## src/rtl/alu_exec_stage.sv

```systemverilog
// alu_exec_stage: CR16 execute stage around one alu instance. It takes decoded
// operands over a valid/ready handshake, registers the alu result for writeback,
// holds the PSR {N,Z,F,L,C}, and evaluates CR16 condition codes against the PSR.
// Latency: 1 cycle from accept to O_VALID.
// Backpressure: by default O_READY = ~O_VALID | I_READY (combinational), so a
// result can fire and a new instruction can be accepted on the same edge.
// Optional feature ALU_EXEC_SKID_EN: when defined, the stage gets a second buffer
// entry (a skid entry) and O_READY becomes ~skid_full, driven straight from a flop.
// Ports:
//   I_CLK, I_NRESET            clock (rising edge) and asynchronous active-low reset
//   I_VALID/O_READY            upstream handshake: I_OPCODE, I_A, I_B, I_RDEST, I_FLAG_MASK
//   I_PSR_LOAD/I_PSR_DATA      direct PSR write (LPR); wins over a same-edge accept update
//   O_VALID/I_READY            downstream handshake: O_RESULT, O_RDEST
//   O_PSR                      processor status {N,Z,F,L,C} = bits [4:0]
//   I_COND/O_COND_TRUE         condition code in, combinational result from O_PSR
// alu opcodes: 0 ADD 1 ADDU 2 ADDC 3 MUL 4 SUB 5 SUBU 6 SUBC 7 CMP 8 AND 9 OR
//   10 XOR 11 NOT(A) 12 LSH(B<<A[3:0]) 13 ARSH(B>>>A[3:0]); 14,15 produce 0, status 0.
//   The subtract family computes B - A (ADDC/SUBC use the PSR carry as carry/borrow in).
module alu_exec_stage #(
  parameter int DATA_WIDTH = 16,
  parameter int REG_IDX_W  = 4
) (
  input  logic                  I_CLK,
  input  logic                  I_NRESET,
  input  logic                  I_VALID,
  output logic                  O_READY,
  input  logic [3:0]            I_OPCODE,
  input  logic [DATA_WIDTH-1:0] I_A,
  input  logic [DATA_WIDTH-1:0] I_B,
  input  logic [REG_IDX_W-1:0]  I_RDEST,
  input  logic [4:0]            I_FLAG_MASK,
  input  logic                  I_PSR_LOAD,
  input  logic [4:0]            I_PSR_DATA,
  output logic                  O_VALID,
  input  logic                  I_READY,
  output logic [DATA_WIDTH-1:0] O_RESULT,
  output logic [REG_IDX_W-1:0]  O_RDEST,
  output logic [4:0]            O_PSR,
  input  logic [3:0]            I_COND,
  output logic                  O_COND_TRUE
);
  logic [DATA_WIDTH-1:0] w_alu_c;
  logic [4:0]            w_alu_status;
  logic                  w_accept;
  logic                  w_fire;
  logic                  r_valid;
  logic [DATA_WIDTH-1:0] r_result;
  logic [REG_IDX_W-1:0]  r_rdest;
  logic [4:0]            r_psr;

  alu #(.WIDTH(DATA_WIDTH)) u_alu (
    .I_ENABLE (1'b1),
    .I_CIN    (r_psr[0]),
    .I_OPCODE (I_OPCODE),
    .I_A      (I_A),
    .I_B      (I_B),
    .O_C      (w_alu_c),
    .O_STATUS (w_alu_status)
  );

  assign w_fire   = r_valid & I_READY;
  assign w_accept = I_VALID & O_READY;

`ifdef ALU_EXEC_SKID_EN
  logic                  r_skid_vld;
  logic [DATA_WIDTH-1:0] r_skid_result;
  logic [REG_IDX_W-1:0]  r_skid_rdest;

  assign O_READY = ~r_skid_vld;

  always_ff @(posedge I_CLK or negedge I_NRESET) begin
    if (!I_NRESET) begin
      r_valid       <= 1'b0;
      r_result      <= '0;
      r_rdest       <= '0;
      r_skid_vld    <= 1'b0;
      r_skid_result <= '0;
      r_skid_rdest  <= '0;
    end else if (!r_valid || w_fire) begin
      // Output slot frees up this edge. The skid entry is older than anything
      // arriving now, so it refills the slot first. A full skid entry forces
      // O_READY low, so no accept can happen at the same time.
      if (r_skid_vld) begin
        r_valid    <= 1'b1;
        r_result   <= r_skid_result;
        r_rdest    <= r_skid_rdest;
        r_skid_vld <= 1'b0;
      end else if (w_accept) begin
        r_valid  <= 1'b1;
        r_result <= w_alu_c;
        r_rdest  <= I_RDEST;
      end else begin
        r_valid <= 1'b0;
      end
    end else if (w_accept) begin
      // Output is stalled: park the new result behind it.
      r_skid_vld    <= 1'b1;
      r_skid_result <= w_alu_c;
      r_skid_rdest  <= I_RDEST;
    end
  end
`else
  assign O_READY = ~r_valid | I_READY;

  always_ff @(posedge I_CLK or negedge I_NRESET) begin
    if (!I_NRESET) begin
      r_valid  <= 1'b0;
      r_result <= '0;
      r_rdest  <= '0;
    end else if (w_accept) begin
      r_valid  <= 1'b1;
      r_result <= w_alu_c;
      r_rdest  <= I_RDEST;
    end else if (w_fire) begin
      r_valid <= 1'b0;
    end
  end
`endif

  // The PSR updates when an instruction is accepted, not when its result fires,
  // so the next instruction already sees the new flags. LPR overrides.
  always_ff @(posedge I_CLK or negedge I_NRESET) begin
    if (!I_NRESET) begin
      r_psr <= '0;
    end else if (I_PSR_LOAD) begin
      r_psr <= I_PSR_DATA;
    end else if (w_accept) begin
      r_psr <= (r_psr & ~I_FLAG_MASK) | (w_alu_status & I_FLAG_MASK);
    end
  end

  always_comb begin
    O_COND_TRUE = 1'b0;
    case (I_COND)
      4'd0:  O_COND_TRUE = r_psr[3];
      4'd1:  O_COND_TRUE = ~r_psr[3];
      4'd2:  O_COND_TRUE = r_psr[0];
      4'd3:  O_COND_TRUE = ~r_psr[0];
      4'd4:  O_COND_TRUE = r_psr[1];
      4'd5:  O_COND_TRUE = ~r_psr[1];
      4'd6:  O_COND_TRUE = r_psr[4];
      4'd7:  O_COND_TRUE = ~r_psr[4];
      4'd8:  O_COND_TRUE = r_psr[2];
      4'd9:  O_COND_TRUE = ~r_psr[2];
      4'd10: O_COND_TRUE = ~r_psr[1] & ~r_psr[3];
      4'd11: O_COND_TRUE = r_psr[1] | r_psr[3];
      4'd12: O_COND_TRUE = ~r_psr[4] & ~r_psr[3];
      4'd13: O_COND_TRUE = r_psr[4] | r_psr[3];
      4'd14: O_COND_TRUE = 1'b1;
      default: O_COND_TRUE = 1'b0;
    endcase
  end

  assign O_VALID  = r_valid;
  assign O_RESULT = r_result;
  assign O_RDEST  = r_rdest;
  assign O_PSR    = r_psr;
endmodule

// alu: purely combinational CR16 ALU. O_STATUS = {N,Z,F,L,C}.
// For the subtract family, C is the borrow, L is unsigned B < A, and N is
// signed B < A. For all other opcodes, N is the result MSB.
module alu #(
  parameter int WIDTH = 16
) (
  input  logic             I_ENABLE,
  input  logic             I_CIN,
  input  logic [3:0]       I_OPCODE,
  input  logic [WIDTH-1:0] I_A,
  input  logic [WIDTH-1:0] I_B,
  output logic [WIDTH-1:0] O_C,
  output logic [4:0]       O_STATUS
);
  localparam int MSB = WIDTH - 1;

  logic             w_add_cin;
  logic             w_sub_bin;
  logic [WIDTH:0]   w_sum;
  logic [WIDTH:0]   w_diff;
  logic [WIDTH-1:0] w_c;
  logic             w_n, w_z, w_f, w_l, w_cy;
  logic             w_is_sub;

  assign w_add_cin = (I_OPCODE == 4'd2) & I_CIN;
  assign w_sub_bin = (I_OPCODE == 4'd6) & I_CIN;
  // One extra bit catches carry out, or the borrow when the difference goes negative.
  assign w_sum  = {1'b0, I_B} + {1'b0, I_A} + {{WIDTH{1'b0}}, w_add_cin};
  assign w_diff = {1'b0, I_B} - {1'b0, I_A} - {{WIDTH{1'b0}}, w_sub_bin};

  always_comb begin
    w_c      = '0;
    w_f      = 1'b0;
    w_l      = 1'b0;
    w_cy     = 1'b0;
    w_is_sub = 1'b0;
    case (I_OPCODE)
      4'd0, 4'd1, 4'd2: begin
        w_c  = w_sum[MSB:0];
        w_cy = w_sum[WIDTH];
        w_f  = (I_A[MSB] == I_B[MSB]) & (w_sum[MSB] != I_A[MSB]);
      end
      4'd3: w_c = I_A * I_B;
      4'd4, 4'd5, 4'd6, 4'd7: begin
        w_is_sub = 1'b1;
        w_c      = w_diff[MSB:0];
        w_cy     = w_diff[WIDTH];
        w_f      = (I_A[MSB] != I_B[MSB]) & (w_diff[MSB] != I_B[MSB]);
        w_l      = I_B < I_A;
      end
      4'd8:  w_c = I_A & I_B;
      4'd9:  w_c = I_A | I_B;
      4'd10: w_c = I_A ^ I_B;
      4'd11: w_c = ~I_A;
      4'd12: w_c = I_B << I_A[3:0];
      4'd13: w_c = $signed(I_B) >>> I_A[3:0];
      default: w_c = '0;
    endcase
    w_n = w_is_sub ? ($signed(I_B) < $signed(I_A)) : w_c[MSB];
    // Opcodes 14 and 15 are unused, so they report no status at all.
    w_z = (w_c == '0) & (I_OPCODE <= 4'd13);
  end

  assign O_C      = I_ENABLE ? w_c : '0;
  assign O_STATUS = I_ENABLE ? {w_n, w_z, w_f, w_l, w_cy} : 5'b0;
endmodule
```

## config.mk

```make
export PLATFORM = sky130hd
export DESIGN_NAME = alu_exec_stage
export DESIGN_NICKNAME = d
export VERILOG_FILES = /design/src/rtl/alu_exec_stage.sv
export SDC_FILE = /design/constraint.sdc
export NUM_CORES = 1
export LEC_CHECK = 0
export BUFFER_PORTS_ARGS = -buffer_cell sky130_fd_sc_hd__buf_2
export CAP_MARGIN = 20
export CELL_PAD_IN_SITES_DETAIL_PLACEMENT = 1
export CELL_PAD_IN_SITES_GLOBAL_PLACEMENT = 2
export CORE_MARGIN = 4
export CORE_UTILIZATION = 28
export CTS_CLUSTER_SIZE = 16
export DETAILED_ROUTE_END_ITERATION = 7
export GPL_ROUTABILITY_DRIVEN = 1
export PLACE_DENSITY_LB_ADDON = 0.12
export SYNTH_ARGS = -nofsm -noshare
export SYNTH_HDL_FRONTEND = slang
export SYNTH_HIERARCHICAL = 1
export SYNTH_SLANG_ARGS = --single-unit
```

## constraint.sdc

```tcl
create_clock -name I_CLK -period 9.95 [get_ports I_CLK]
set_clock_uncertainty 0.1 [all_clocks]
set_input_delay 1.99 -clock I_CLK [delete_from_list [all_inputs] [get_ports I_CLK]]
set_output_delay 1.99 -clock I_CLK [all_outputs]
set_load 0.01 [all_outputs]
```

==> summary.txt <==
Hold path
  • Worst hold stages: 1
  • Class of the tightest hold or removal check: reg2reg
  • Worst Hold Endpoint: O_RESULT[7]
  • Hold Crit Start: O_RESULT[7]

Power
  • Seq pwr share: 6.7%
  • Clock power share: 5.8%
  • LEAKAGE: 5.076 nW
  • Power Internal: 0.9071 mW
  • Max VDD drop: 0.1620 mV
  • Comb power frac: 87.5%
  • Switching Share: 55.40%
  • P_sw: 1.127 mW
  • Power density over the cells: 184.8 nW/um^2

Worst setup path
  • Crit path arrival time: 8710 ps
  • Crit. End Element: register
  • Setup crit start kind: primary input
  • Crit path from: I_B[3]
  • Maximum fanout along the worst path: 13
  • Setup CP Type: in2reg
  • Critical path required time: 10030 ps
  • Worst r2r path cells: 14
  • R2R Setup Slk: 4800 ps

Clocking
  • CTS tree: yes
  • Hold buffer count at CTS: 0
  • Cts bufs inserted: 3
  • Clock root cell: clkbuf_16
  • Clk Latency, worst-skew pair: 260 ps
  • Clk slew on worst S/H paths: 70 ps
  • Number of clock sinks: 26
  • Setup bufs post-CTS: 0
  • Post-cts sizing count: 0
  • Max clock buf depth: 2
  • H-tree Lvls: 1

Layout
  • Final core utilization: 30.95%
  • Fin nets: 1592
  • Storage cell area: 650.6 um^2
  • Area grow syn2layout: 8.846%
  • Ratio of cells with drive above 1 in the final layout: 12.65%
  • # diodes: 0
  • Multi-input logic area: 8464 um^2
  • Fillers: 4366

Drt
  • Vias: 9619
  • Post-route DRC: 0
  • Post-DR vias/cell: 5.401
  • Post-route antenna net violation count: 0
  • WL met1: 21760 um
  • WL final: 44220 um
  • Iter 0 DRT Violations: 656
  • DR WL/cell: 24.83 um
  • Routed wl met2: 19830 um
  • DR top layer: met4
  • First drt pass iteration count: 5
  • Met3 WL post-DR: 1756 um

Floorplanning
  • Rows: 69
  • Initial Utilization: 28.43%
  • Ports: 87
  • Die ar.: 39220 um^2
  • CORE AREA: 35570 um^2
  • Chip width: 198.1 um
  • Die Ht: 198.1 um

Synthesis
  • Synth top cells by count: 169 x inv_1, 145 x nand2_1, 128 x ha_1, 128 x nor2_1, 84 x fa_1
  • Sequential area share after synthesis: 6.433%
  • Largest cells by area after synthesis: fa_1 17%, ha_1 16%, dfrtp_1 6.4%
  • Post-synth top flop: dfrtp_1
  • EDFF count, synth: 0
  • #FFs+latches synth: 26
  • Syn Inst Count: 1278
  • Synth area leader: fa_1
  • Cell Area, Synth: 10110 um^2
  • Share of the synthesized area in the top cell type: 16.63%
  • Ys Warns: 6
  • Netlist cell types: 88
  • Top-count cell post-synth: inv_1
  • Synth Area per Inst: 7.913 um^2
  • Async set-reset flop share out of synthesis: 100.0%

STA
  • Slew Viols, Final: 0
  • Setup TNS Final: 0 ps
  • Tmin final: 8628 ps
  • RSZ-0062 raised after global routing: no
  • Final Hold Fails: 0
  • Worst Tran Pin Value: 1157 ps
  • Fmax: 115.9 MHz
  • Final setup vio count: 0
  • Slew headroom: 22.55%
  • Crit share post-route: 86.72%

Global route
  • Initial antenna violation count: 1
  • Grt ovf: 0
  • GRT Resource Usage Total: 22.28%
  • Pin count of the biggest net entering global routing: 38
  • Vias in the first global route: 10.05k
  • First-pass GRT wire length: 66200 um

Placement
  • Detail Placement HPWL: 36030 um
  • Placer Congestion: 0.9204
  • IO buf count: 86

Run
  • MaxCap Viol Count: 0

Outcome
  • Status: finished, final reports clean
## cells by family after synthesis
group	count (synthesis)	share of synthesized area (%)
xor gates and xnor gates	51	4.553
muxes	87	11.36
AOI/OAI and AO/OA	243	16.24
DFF	26	6.433
and+or+nand+nor	412	18.82
adders and majority gates	212	32.46
other	1	0.03708
buffers and inverters	246	10.10
## layout by cell type (no fill, tap or decap), drive strengths merged, types with 6 or more instances in the layout
cell type	instances
xor2	10
ha	128
o22ai	14
dfrtp	26
mux2	33
nand2	145
nand3	20
nor4	6
o21a	14
nor3	28
a22oi	6
nor3b	7
fa	84
nor2	128
a211oi	22
a21oi	59
xnor2	40
a31oi	12
mux4	18
inv	171
conb	7
nand2b	16
nor2b	16
nand3b	6
or3	10
o31ai	8
o21ai	37
buf	102
mux2i	36
o211ai	9
## worst max-delay path by stage
stage                     endpoint  slack [ps]  cells past startpoint
after global routing      register         920                     23
after detailed placement  register        1030                     23
after CTS                 register        1260                     23
after global placement    register        1070                     25
final                     register        1320                     23
after floorplan           register        1960                     23
## worst max-delay path: stages
cell	delay, ps
buf_2	310
inv_1	320
nor2_1	210
fa_1	470
fa_1	560
ha_1	160
inv_1	50
fa_1	460
fa_1	500
fa_1	490
inv_1	40
ha_1	350
o21a_1	210
o21ai_0	290
a21oi_1	140
o211ai_1	310
nand2_1	90
a22oi_1	410
o221ai_1	250
a311oi_1	550
and4_1	300
mux2i_1	80
o21ai_0	150
## through the flow
stage	total power, mW	instances	cell area, um^2	hold WS (ps)	setup slack (ps)
after floorplan	1.345	1284	10140	450.0	1956
after global placement	1.909	1777	10900	381.0	1068
after detailed placement	1.925	1777	10900	391.3	1029
after CTS	2.061	1781	11010	408.0	1260
after global routing	2.247	1781	11010	426.2	919.8
final	2.034	1781	11010	400.5	1322
## power by group through the flow
stage | combinational (mW) | sequential (mW) | clock [mW]
2_1_floorplan | 1.20 | 0.145 | 0
4_1_cts | 1.80 | 0.137 | 0.120
5_1_grt | 1.98 | 0.139 | 0.124
6_report | 1.78 | 0.136 | 0.118
3_5_place_dp | 1.79 | 0.139 | 0
3_3_place_gp | 1.77 | 0.138 | 0
## per-layer routing
metal | global-route usage [%] | vias to the layer above
met2 | 35.65 | 235
met3 | 1.804 | 34
met5 | 0 | -
met1 | 33.26 | 4919
li1 | - | 4431
met4 | 3.953 | 0
## area by class of cell
cell class,count,area share [%]
clock inverters,1,0.2728
multi-input cells,1012,76.89
flip-flops and latches,26,5.910
clock buffers,3,0.6820
well taps,461,5.240
inverters,176,6.001
repair buffers,102,5.001
Power figures use the tool's default switching activity.
